--- src/rtl/fft_stream_sink.sv ---
// AXI-Stream sink for FFT output: programmable backpressure,
// tlast framing checks and per-frame peak-bin reporting.
module fft_stream_sink #(
    parameter int unsigned DATA_W    = 32,
    parameter int unsigned FRAME_LEN = 256,
    parameter logic [15:0] LFSR_SEED = 16'hACE1,
    localparam int unsigned IDX_W    = $clog2(FRAME_LEN),
    localparam int unsigned HALF_W   = DATA_W / 2,
    localparam int unsigned MAG_W    = HALF_W + 1
) (
    input  logic              m_axis_aclk,
    input  logic              m_axis_areset,
    input  logic              enable,
    input  logic [1:0]        bp_mode,
    input  logic [7:0]        bp_period,
    input  logic [DATA_W-1:0] s_axis_tdata,
    input  logic              s_axis_tvalid,
    input  logic              s_axis_tlast,
    output logic              s_axis_tready,
    output logic              frame_done,
    output logic [IDX_W-1:0]  peak_bin,
    output logic [MAG_W-1:0]  peak_mag,
    output logic [15:0]       frame_count,
    output logic              err_early_last,
    output logic              err_missing_last,
    output logic [7:0]        err_count
);

    typedef enum logic {
        IDLE,
        RECV
    } state_t;

    localparam logic [IDX_W-1:0] LAST_IDX = IDX_W'(FRAME_LEN - 1);

    state_t            state_q, state_d;
    logic              tready_q, tready_d;
    logic [7:0]        cnt_q, cnt_d;
    logic [15:0]       lfsr_q, lfsr_d;

    logic [IDX_W-1:0]  idx_q;
    logic [MAG_W-1:0]  run_max_q;
    logic [IDX_W-1:0]  run_bin_q;
    logic              frame_done_q;
    logic [IDX_W-1:0]  peak_bin_q;
    logic [MAG_W-1:0]  peak_mag_q;
    logic [15:0]       frame_count_q;
    logic              err_early_q;
    logic              err_missing_q;
    logic [7:0]        err_count_q;

    logic              beat;
    logic              close;
    logic              at_last;
    logic [HALF_W-1:0] abs_re;
    logic [HALF_W-1:0] abs_im;
    logic [MAG_W-1:0]  mag;
    logic              take_new;
    logic [MAG_W-1:0]  cur_max;
    logic [IDX_W-1:0]  cur_bin;

    // Two's complement magnitude; the most negative value maps to
    // 2^(HALF_W-1) when the result is read as unsigned.
    function automatic logic [HALF_W-1:0] abs_h(input logic [HALF_W-1:0] v);
        abs_h = v[HALF_W-1] ? ((~v) + HALF_W'(1)) : v;
    endfunction

    assign abs_re   = abs_h(s_axis_tdata[HALF_W-1:0]);
    assign abs_im   = abs_h(s_axis_tdata[DATA_W-1:HALF_W]);
    assign mag      = {1'b0, abs_re} + {1'b0, abs_im};

    assign beat     = s_axis_tvalid && tready_q;
    assign at_last  = (idx_q == LAST_IDX);
    assign close    = beat && (s_axis_tlast || at_last);

    // First beat of a frame always loads; ties keep the lower index.
    assign take_new = (idx_q == '0) || (mag > run_max_q);
    assign cur_max  = take_new ? mag   : run_max_q;
    assign cur_bin  = take_new ? idx_q : run_bin_q;

    // State, ready and backpressure generators.
    always_ff @(posedge m_axis_aclk) begin
        if (m_axis_areset) begin
            state_q  <= IDLE;
            tready_q <= 1'b0;
            cnt_q    <= 8'd0;
            lfsr_q   <= LFSR_SEED;
        end else begin
            state_q  <= state_d;
            tready_q <= tready_d;
            cnt_q    <= cnt_d;
            lfsr_q   <= lfsr_d;
        end
    end

    // Next state and next ready; ready only ever comes from registers.
    always_comb begin
        state_d  = state_q;
        tready_d = 1'b0;
        cnt_d    = cnt_q;
        lfsr_d   = {lfsr_q[14:0],
                    lfsr_q[15] ^ lfsr_q[13] ^ lfsr_q[12] ^ lfsr_q[10]};
        unique case (state_q)
            IDLE: begin
                if (enable) state_d = RECV;
            end
            RECV: begin
                if (!enable) state_d = IDLE;
                unique case (bp_mode)
                    2'd0: tready_d = 1'b1;
                    2'd1: tready_d = 1'b0;
                    2'd2: begin
                        tready_d = (cnt_q == 8'd0);
                        cnt_d    = (cnt_q >= bp_period) ? 8'd0
                                                        : cnt_q + 8'd1;
                    end
                    2'd3: tready_d = lfsr_q[0];
                    default: tready_d = 1'b0;
                endcase
            end
            default: state_d = IDLE;
        endcase
    end

    // Frame tracking, peak latch and error bookkeeping.
    always_ff @(posedge m_axis_aclk) begin
        if (m_axis_areset) begin
            idx_q         <= '0;
            run_max_q     <= '0;
            run_bin_q     <= '0;
            frame_done_q  <= 1'b0;
            peak_bin_q    <= '0;
            peak_mag_q    <= '0;
            frame_count_q <= 16'd0;
            err_early_q   <= 1'b0;
            err_missing_q <= 1'b0;
            err_count_q   <= 8'd0;
        end else begin
            frame_done_q <= 1'b0;
            if (close) begin
                idx_q         <= '0;
                frame_done_q  <= 1'b1;
                peak_bin_q    <= cur_bin;
                peak_mag_q    <= cur_max;
                frame_count_q <= frame_count_q + 16'd1;
                if (s_axis_tlast && !at_last) begin
                    err_early_q <= 1'b1;
                end
                if (!s_axis_tlast) begin
                    err_missing_q <= 1'b1;
                end
                if (!(s_axis_tlast && at_last) && err_count_q != 8'hFF) begin
                    err_count_q <= err_count_q + 8'd1;
                end
            end else if (beat) begin
                idx_q     <= idx_q + IDX_W'(1);
                run_max_q <= cur_max;
                run_bin_q <= cur_bin;
            end
        end
    end

    assign s_axis_tready    = tready_q;
    assign frame_done       = frame_done_q;
    assign peak_bin         = peak_bin_q;
    assign peak_mag         = peak_mag_q;
    assign frame_count      = frame_count_q;
    assign err_early_last   = err_early_q;
    assign err_missing_last = err_missing_q;
    assign err_count        = err_count_q;

endmodule
--- config.mk ---
export PLATFORM = sky130hd
export DESIGN_NAME = fft_stream_sink
export DESIGN_NICKNAME = d
export VERILOG_FILES = /design/src/rtl/fft_stream_sink.sv
export SDC_FILE = /design/constraint.sdc
export NUM_CORES = 1
export LEC_CHECK = 0
export BUFFER_PORTS_ARGS = -buffer_cell sky130_fd_sc_hd__clkbuf_2
export CAP_MARGIN = 10
export CORE_MARGIN = 2
export CORE_UTILIZATION = 38
export CTS_CLUSTER_SIZE = 25
export DETAILED_ROUTE_END_ITERATION = 8
export GPL_TIMING_DRIVEN = 1
export PLACE_DENSITY_LB_ADDON = 0.15
export SETUP_SLACK_MARGIN = 0.2
export SLEW_MARGIN = 20
export SYNTH_ARGS = -nofsm -noshare
export SYNTH_HDL_FRONTEND = slang
export SYNTH_SLANG_ARGS = --single-unit
--- constraint.sdc ---
create_clock -name m_axis_aclk -period 6.7 [get_ports m_axis_aclk]
set_input_delay 0 -clock m_axis_aclk [delete_from_list [all_inputs] [get_ports m_axis_aclk]]
set_output_delay 0 -clock m_axis_aclk [all_outputs]
set_load 0.01 [all_outputs]
==> flow_metrics.tcl, run 1 <==
set metrics [dict create \
    status "completed" \
    start_kind "input port" \
    io_buffers 99 \
    cap_violations 0 \
    syn_inst 722 \
    io_pins 100 \
    leakage_nw 3.11 \
    dieWidth_um 132 \
    worstHoldPathCells 3 \
    grt_pass1_wl_um 23500 \
    drt-total-wl_um 13900 \
    root_buffer "clkbuf_16" \
    netlist_top_cells_area "dfxtp_1, ha_1, mux2i_1" \
    maxSlewHeadroom_pct 39.5 \
    areaGrowthSynthToFinish_pct 15.3 \
    dp_slack_ps 1600 \
    ys_seq_area_share_pct 35.5 \
    report.final.setup_viol 0 \
    use_met3_pct 3.19 \
    dr.pass1.iters 4 \
    hpwl_um 10600 \
    hp-class "input port to flop" \
    cts_tree "built" \
    r2r_cells 10 \
    post_cts_buffers 0 \
    worst_slew_pin_slew_ps 908 \
    routedWlPerCell_um 13.5 \
    finalNetCount 906 \
    yosys_register_bits 111 \
    drv_slew 0 \
    drt_iter0_drc 236 \
    crit_type "input port to flop" \
    yosysMostFrequentCell "dfxtp_1" \
    floorplan.initialDensity_pct 39.1 \
    cp.required_ps 6900 \
    holdBufCountCts 2 \
    synth-edff-count 0 \
    ys.warnings.count 0 \
    rr_startpoint "run_max_q[6]" \
    grt.busiest_layer "met2" \
    syn_area_um2 6260 \
    die_h_um 132 \
    grt_pass1_vias 4929 \
    ir_worst_vdd_mv 0.117 \
    antenna_found_initial 0 \
    yosysTopAreaCell "dfxtp_1" \
    num_vias 5130 \
    drive_gt1_share_pct 16.4 \
    clk_pin_slew_ps 70 \
    clk_latency_ps 350 \
    worstPathMaxFanout 22 \
    drtAntennaViolNets 0 \
    fin_ws_ps 1940 \
    n_antenna_cell 0 \
    power_density_nw_per_um2 225 \
    finalClockSkew_ps 11.9 \
    synth_common_cells "dfxtp_1, nor2_1, nand2_1" \
    synth_top_area_share_pct 35.5 \
    syn_nets 819 \
    postCtsResizedCells 0 \
    drcViolationCount 0 \
    synth_cell_types 55 \
    met2_usage_pct 26.4 \
    hold_path_end "err_early_last" \
    finalCritPeriodShare_pct 71.0 \
    hold_start "s_axis_tlast" \
    finalSetupTns_ps 0 \
    rows 46 \
    cp.arrival_ps 4960 \
    syn-mean-instance-area_um2 8.66 \
    ys.flop_type "dfxtp_1" \
    fmax_mhz 210 \
    die_area_um2 17500 \
    cts_max_path_buffers 2 \
    grt-ovfl-total 0 \
    viasPerCell 4.99 \
    clock-sinks 111 \
    coreArea_um2 16000 \
    htree_levels 3 \
    rsz0062_at_grt "no" \
    grt_max_degree 77 \
    track_usage_pct 16.1 \
    r2r-end "run_bin_q[7]" \
    final-hold-violation-count 0 \
    cp-end-kind "flop" \
    async_flop_share_pct 0 \
    use_met1_pct 21.6 \
    finalCriticalPeriod_ps 4760 \
    routabilityCongestion 0.834 \
    cts_buffers 9 \
    r2r_slack_ps 3750 \
]
-- kinds of logic after synthesis --
kind of cell,Yosys count,share of synthesized area (%)
xor+xnor,75,10.5
flops,111,35.5
simple gates,250,19.2
buf+inv,66,4.58
mux,49,7.84
compound gates,121,12.2
fa+ha+maj,50,10.1
-- how the worst max path moves through the flow --
| stage | startpoint | to |
|---|---|---|
| 3_5_place_dp | s_axis_tdata[23] | run_bin_q[2] |
| 6_report | s_axis_tdata[23] | run_bin_q[7] |
| 3_3_place_gp | s_axis_tdata[23] | run_bin_q[4] |
| 4_1_cts | s_axis_tdata[23] | run_bin_q[7] |
| 5_1_grt | s_axis_tdata[23] | run_bin_q[7] |
| 2_1_floorplan | s_axis_tdata[23] | run_bin_q[2] |
-- critical path, cell delays in order --
cell and delay (ps):
clkbuf_2 110, or3_1 380, or2_2 300, or4_1 460, o31ai_1 260, xnor2_1 100, ha_1 420, nand2_1 110
o21ai_0 310, nor3_1 100, a21o_1 170, a211oi_1 310, ha_1 320, a21oi_1 130, o21ai_0 90, a211oi_1 260
o21ai_2 120, nand3_1 270, buf_4 410, mux2i_1 250, nor2_1 70
-- through the flow --
stage	utilization (%)	cell area [µm²]	power, mW	std cells	hold WS (ps)
floorplan	-	6260	0.989	722	128
global route	45.1	7210	1.72	1029	42.8
finish	45.1	7210	1.62	1029	16.6
CTS	45.1	7210	1.64	1029	6.44
detailed placement	43.1	6900	1.10	1012	236
global placement	43.1	6900	1.09	1012	240
-- power breakdown --
| part | leakage (nW) | total [mW] | internal (mW) | switching (mW) |
|---|---|---|---|---|
| Combinational | 2.07 | 0.405 | 0.169 | 0.236 |
| Sequential | 0.899 | 0.681 | 0.672 | 0.00854 |
| Clock | 0.142 | 0.537 | 0.291 | 0.247 |
-- per-layer routing --
| metal | routed length, µm | share of wire, % |
|---|---|---|
| met5 | 0 | 0 |
| met4 | 164 | 1.2 |
| met3 | 564 | 4.0 |
| met2 | 6350 | 46 |
| met1 | 6850 | 49 |
-- final cells by class --
class | instances | area (µm²)
fillers | 1628 | 8790
multi-input cells | 545 | 3750
flip-flops and latches | 111 | 2220
repair buffers | 104 | 538
well taps | 216 | 270
clock buffers | 9 | 225
inverters | 38 | 143
clock inverters | 6 | 68.8
-- flip-flops by register name, summed over array words and instances, names as in the netlist --
register and cells:
frame_done 1, err_count 8, lfsr_q 16, err_early_last 1, idx_q 8, err_missing_last 1, peak_bin 8, frame_count 16
run_bin_q 8, peak_mag 17, run_max_q 17, state_q 1, s_axis_tready 1, cnt_q 8
-- layout by cell type, fill, tap and decap left out, drive strengths merged, types with 16 or more instances in the layout --
master	count
ha	49
o21ai	44
nor2	79
nand2	68
mux2i	49
nand3	16
clkbuf	108
inv	40
xor2	34
nand4	17
dfxtp	111
a21oi	28
xnor2	41
(Power assumes the default switching activity.)
==> run 2: changes to the inputs <==
ABC_AREA = 1   (was not set)
clock period = 4.4 ns   (was 6.7 ns; I/O delays follow)
==> flow_metrics.tcl, run 2 <==
set metrics [dict create \
    fin_total_pwr_mw 2.55 \
    hp-class "input port to flop" \
    grt-ovfl-total 0 \
    async_flop_share_pct 0 \
    areaGrowthSynthToFinish_pct 14.8 \
    finalSetupTns_ps 0 \
    layout_commonest_cell "nand2_1" \
    regArea_um2 2220 \
    clk_pin_slew_ps 70 \
    ir_worst_vdd_mv 0.261 \
    drv_slew 0 \
    viasPerCell 4.74 \
    io_pins 100 \
    report.final.setup_viol 0 \
    yosysTopAreaCell "dfxtp_1" \
    ys.flop_type "dfxtp_1" \
    dpl_cell_area_um2 7550 \
    status "completed" \
    m1WireLength_um 8430 \
    stdcell_area_um2 7880 \
    routabilityCongestion 0.897 \
    synth_cell_types 40 \
    coreArea_um2 17800 \
    grt_pass1_vias 5956 \
    finalCriticalPeriod_ps 3580 \
    dieWidth_um 138 \
    drive_gt1_share_pct 12.4 \
    cp.arrival_ps 3840 \
    postCtsResizedCells 0 \
    cts_tree "built" \
    io_buffers 99 \
    finalClockSkew_ps 6.80 \
    wl_met3_um 650 \
    num_vias 6421 \
    syn-mean-instance-area_um2 6.67 \
    htree_levels 3 \
    finalNetCount 1219 \
    cts_buffers 9 \
    whs_ps 44.3 \
    crit_type "input port to flop" \
    hpwl_um 12500 \
    track_usage_pct 17.6 \
    antenna_found_initial 0 \
    clk_latency_ps 360 \
    drcViolationCount 0 \
    root_buffer "clkbuf_16" \
    final-hold-violation-count 0 \
    yosysMostFrequentCell "nand2_1" \
    routedWlPerCell_um 12.4 \
    die_h_um 138 \
    grt_max_degree 57 \
    drt-total-wl_um 16800 \
    power_density_nw_per_um2 324 \
    ys_seq_area_share_pct 32.4 \
    maxSlewHeadroom_pct 57.1 \
    start_kind "input port" \
    leakage_nw 3.95 \
    ys.warnings.count 0 \
    cp.required_ps 4660 \
    netlist_top_cells_area "dfxtp_1, nand2_1, ha_1" \
    cp-end-kind "flop" \
    mostFrequentLayoutCells "nand2_1, inv_1, dfxtp_1" \
    drt_iter0_drc 317 \
    finalCritPeriodShare_pct 81.4 \
    worstPathMaxFanout 16 \
    fillerInstances 1904 \
    synth-edff-count 0 \
    drtAntennaViolNets 0 \
    rows 49 \
    die_area_um2 19100 \
    clock-sinks 111 \
    fmax_mhz 279 \
    grt_pass1_wl_um 28200 \
    dr_wl_met2_um 7510 \
    dr.pass1.iters 7 \
    multiInputGateArea_um2 3940 \
    syn_nets 1125 \
    top_layer_used "met4" \
    syn_inst 1028 \
    synth_top_area_share_pct 32.4 \
    syn_area_um2 6860 \
    cts_max_path_buffers 2 \
    floorplan.initialDensity_pct 38.5 \
    yosys_register_bits 111 \
    cap_violations 0 \
    synth_common_cells "nand2_1, inv_1, dfxtp_1" \
    n_antenna_cell 0 \
    rsz0062_at_grt "no" \
    worst_slew_pin_slew_ps 644 \
]
[run 2: changes by cell type after synthesis, sizes merged, moves of 9 or more]
cell	change
a21oi	+50
inv	+107
mux2i	-49
nand2	+230
nand3	+72
nor2	+9
nor2b	-10
o21ai	-20
o31ai	-9
xnor2	-27
[run 2: report_power, final]
part / total [mW] / internal (mW) / leakage (nW) / switching (mW)
Combinational: 0.693 / 0.249 / 2.91 / 0.444
Clock: 0.825 / 0.439 / 0.143 / 0.386
Sequential: 1.03 / 1.02 / 0.900 / 0.00902
Total: 2.55 / 1.71 / 3.95 / 0.839
[run 2: critical path, stage by stage]
cell,delay (ps)
clkbuf_2,110
inv_1,70
ha_1,160
nand2_1,70
nor4_1,320
nor2_1,120
nor2_1,190
o21ai_0,150
xor2_1,170
ha_1,360
inv_1,110
nor3_1,240
a21oi_1,120
nand3_1,90
nand2_1,110
ha_1,300
nand2_1,60
nor2_1,140
nand2_1,60
inv_1,70
nand4_1,90
nand2_2,140
nand2_1,80
buf_4,210
nand2_1,100
nand3_1,90
nand2_1,80
inv_1,40
[run 2: stage by stage]
step	setup WS, ps	utilization (%)	cells
final	820	44.2	1354
after global routing	239	44.2	1354
after CTS	814	44.2	1354
after detailed placement	453	42.3	1336
after global placement	431	42.3	1336
after floorplan	1110	-	1028
[run 2: repair_timing]
item,in CTS,in global routing
buffers inserted,0,0
hold buffers,4,0
hold endpoints to repair,4,0
[run 2: routing by layer]
layer | GRT usage [%] | vias up
li1 | - | 3461
met1 | 22.9 | 2825
met2 | 29.9 | 122
met3 | 3.36 | 13
met4 | 4.51 | 0
met5 | 0 | -
[run 2: final cells by class]
type	instances	share of cell area [%]
flip-flops and latches	111	28.2
clock buffers	9	2.86
inverters	148	7.05
clock inverters	5	0.762
repair buffers	110	7.46
multi-input cells	742	50.0
well taps	229	3.64
[run 2: path summary, 6_finish.rpt]
| kind | startpoint | endpoint | slack (ps) | depth (start not counted) |
|---|---|---|---|---|
| setup reg to reg | idx_q[1] | err_count[4] | 1780 | 10 |
| hold / removal | bp_mode[0] | s_axis_tready | 40 | 5 |
| setup / recovery | s_axis_tdata[0] | run_bin_q[7] | 820 | 28 |
| hold reg to reg | lfsr_q[11] | lfsr_q[12] | 410 | 2 |
[run 2: cell families (layout without fill, tap and decap cells)]
logic type               after synthesis  count (layout)  synth area share (%)
AO/OA/AOI/OAI                        116             116                  9.10
AND/OR/NAND/NOR                      526             526                  32.7
flip-flops                           111             111                  32.4
adder cells (fa/ha/maj)               50              50                  9.23
XOR/XNOR                              50              50                  6.38
buffers and inverters                175             272                  10.2
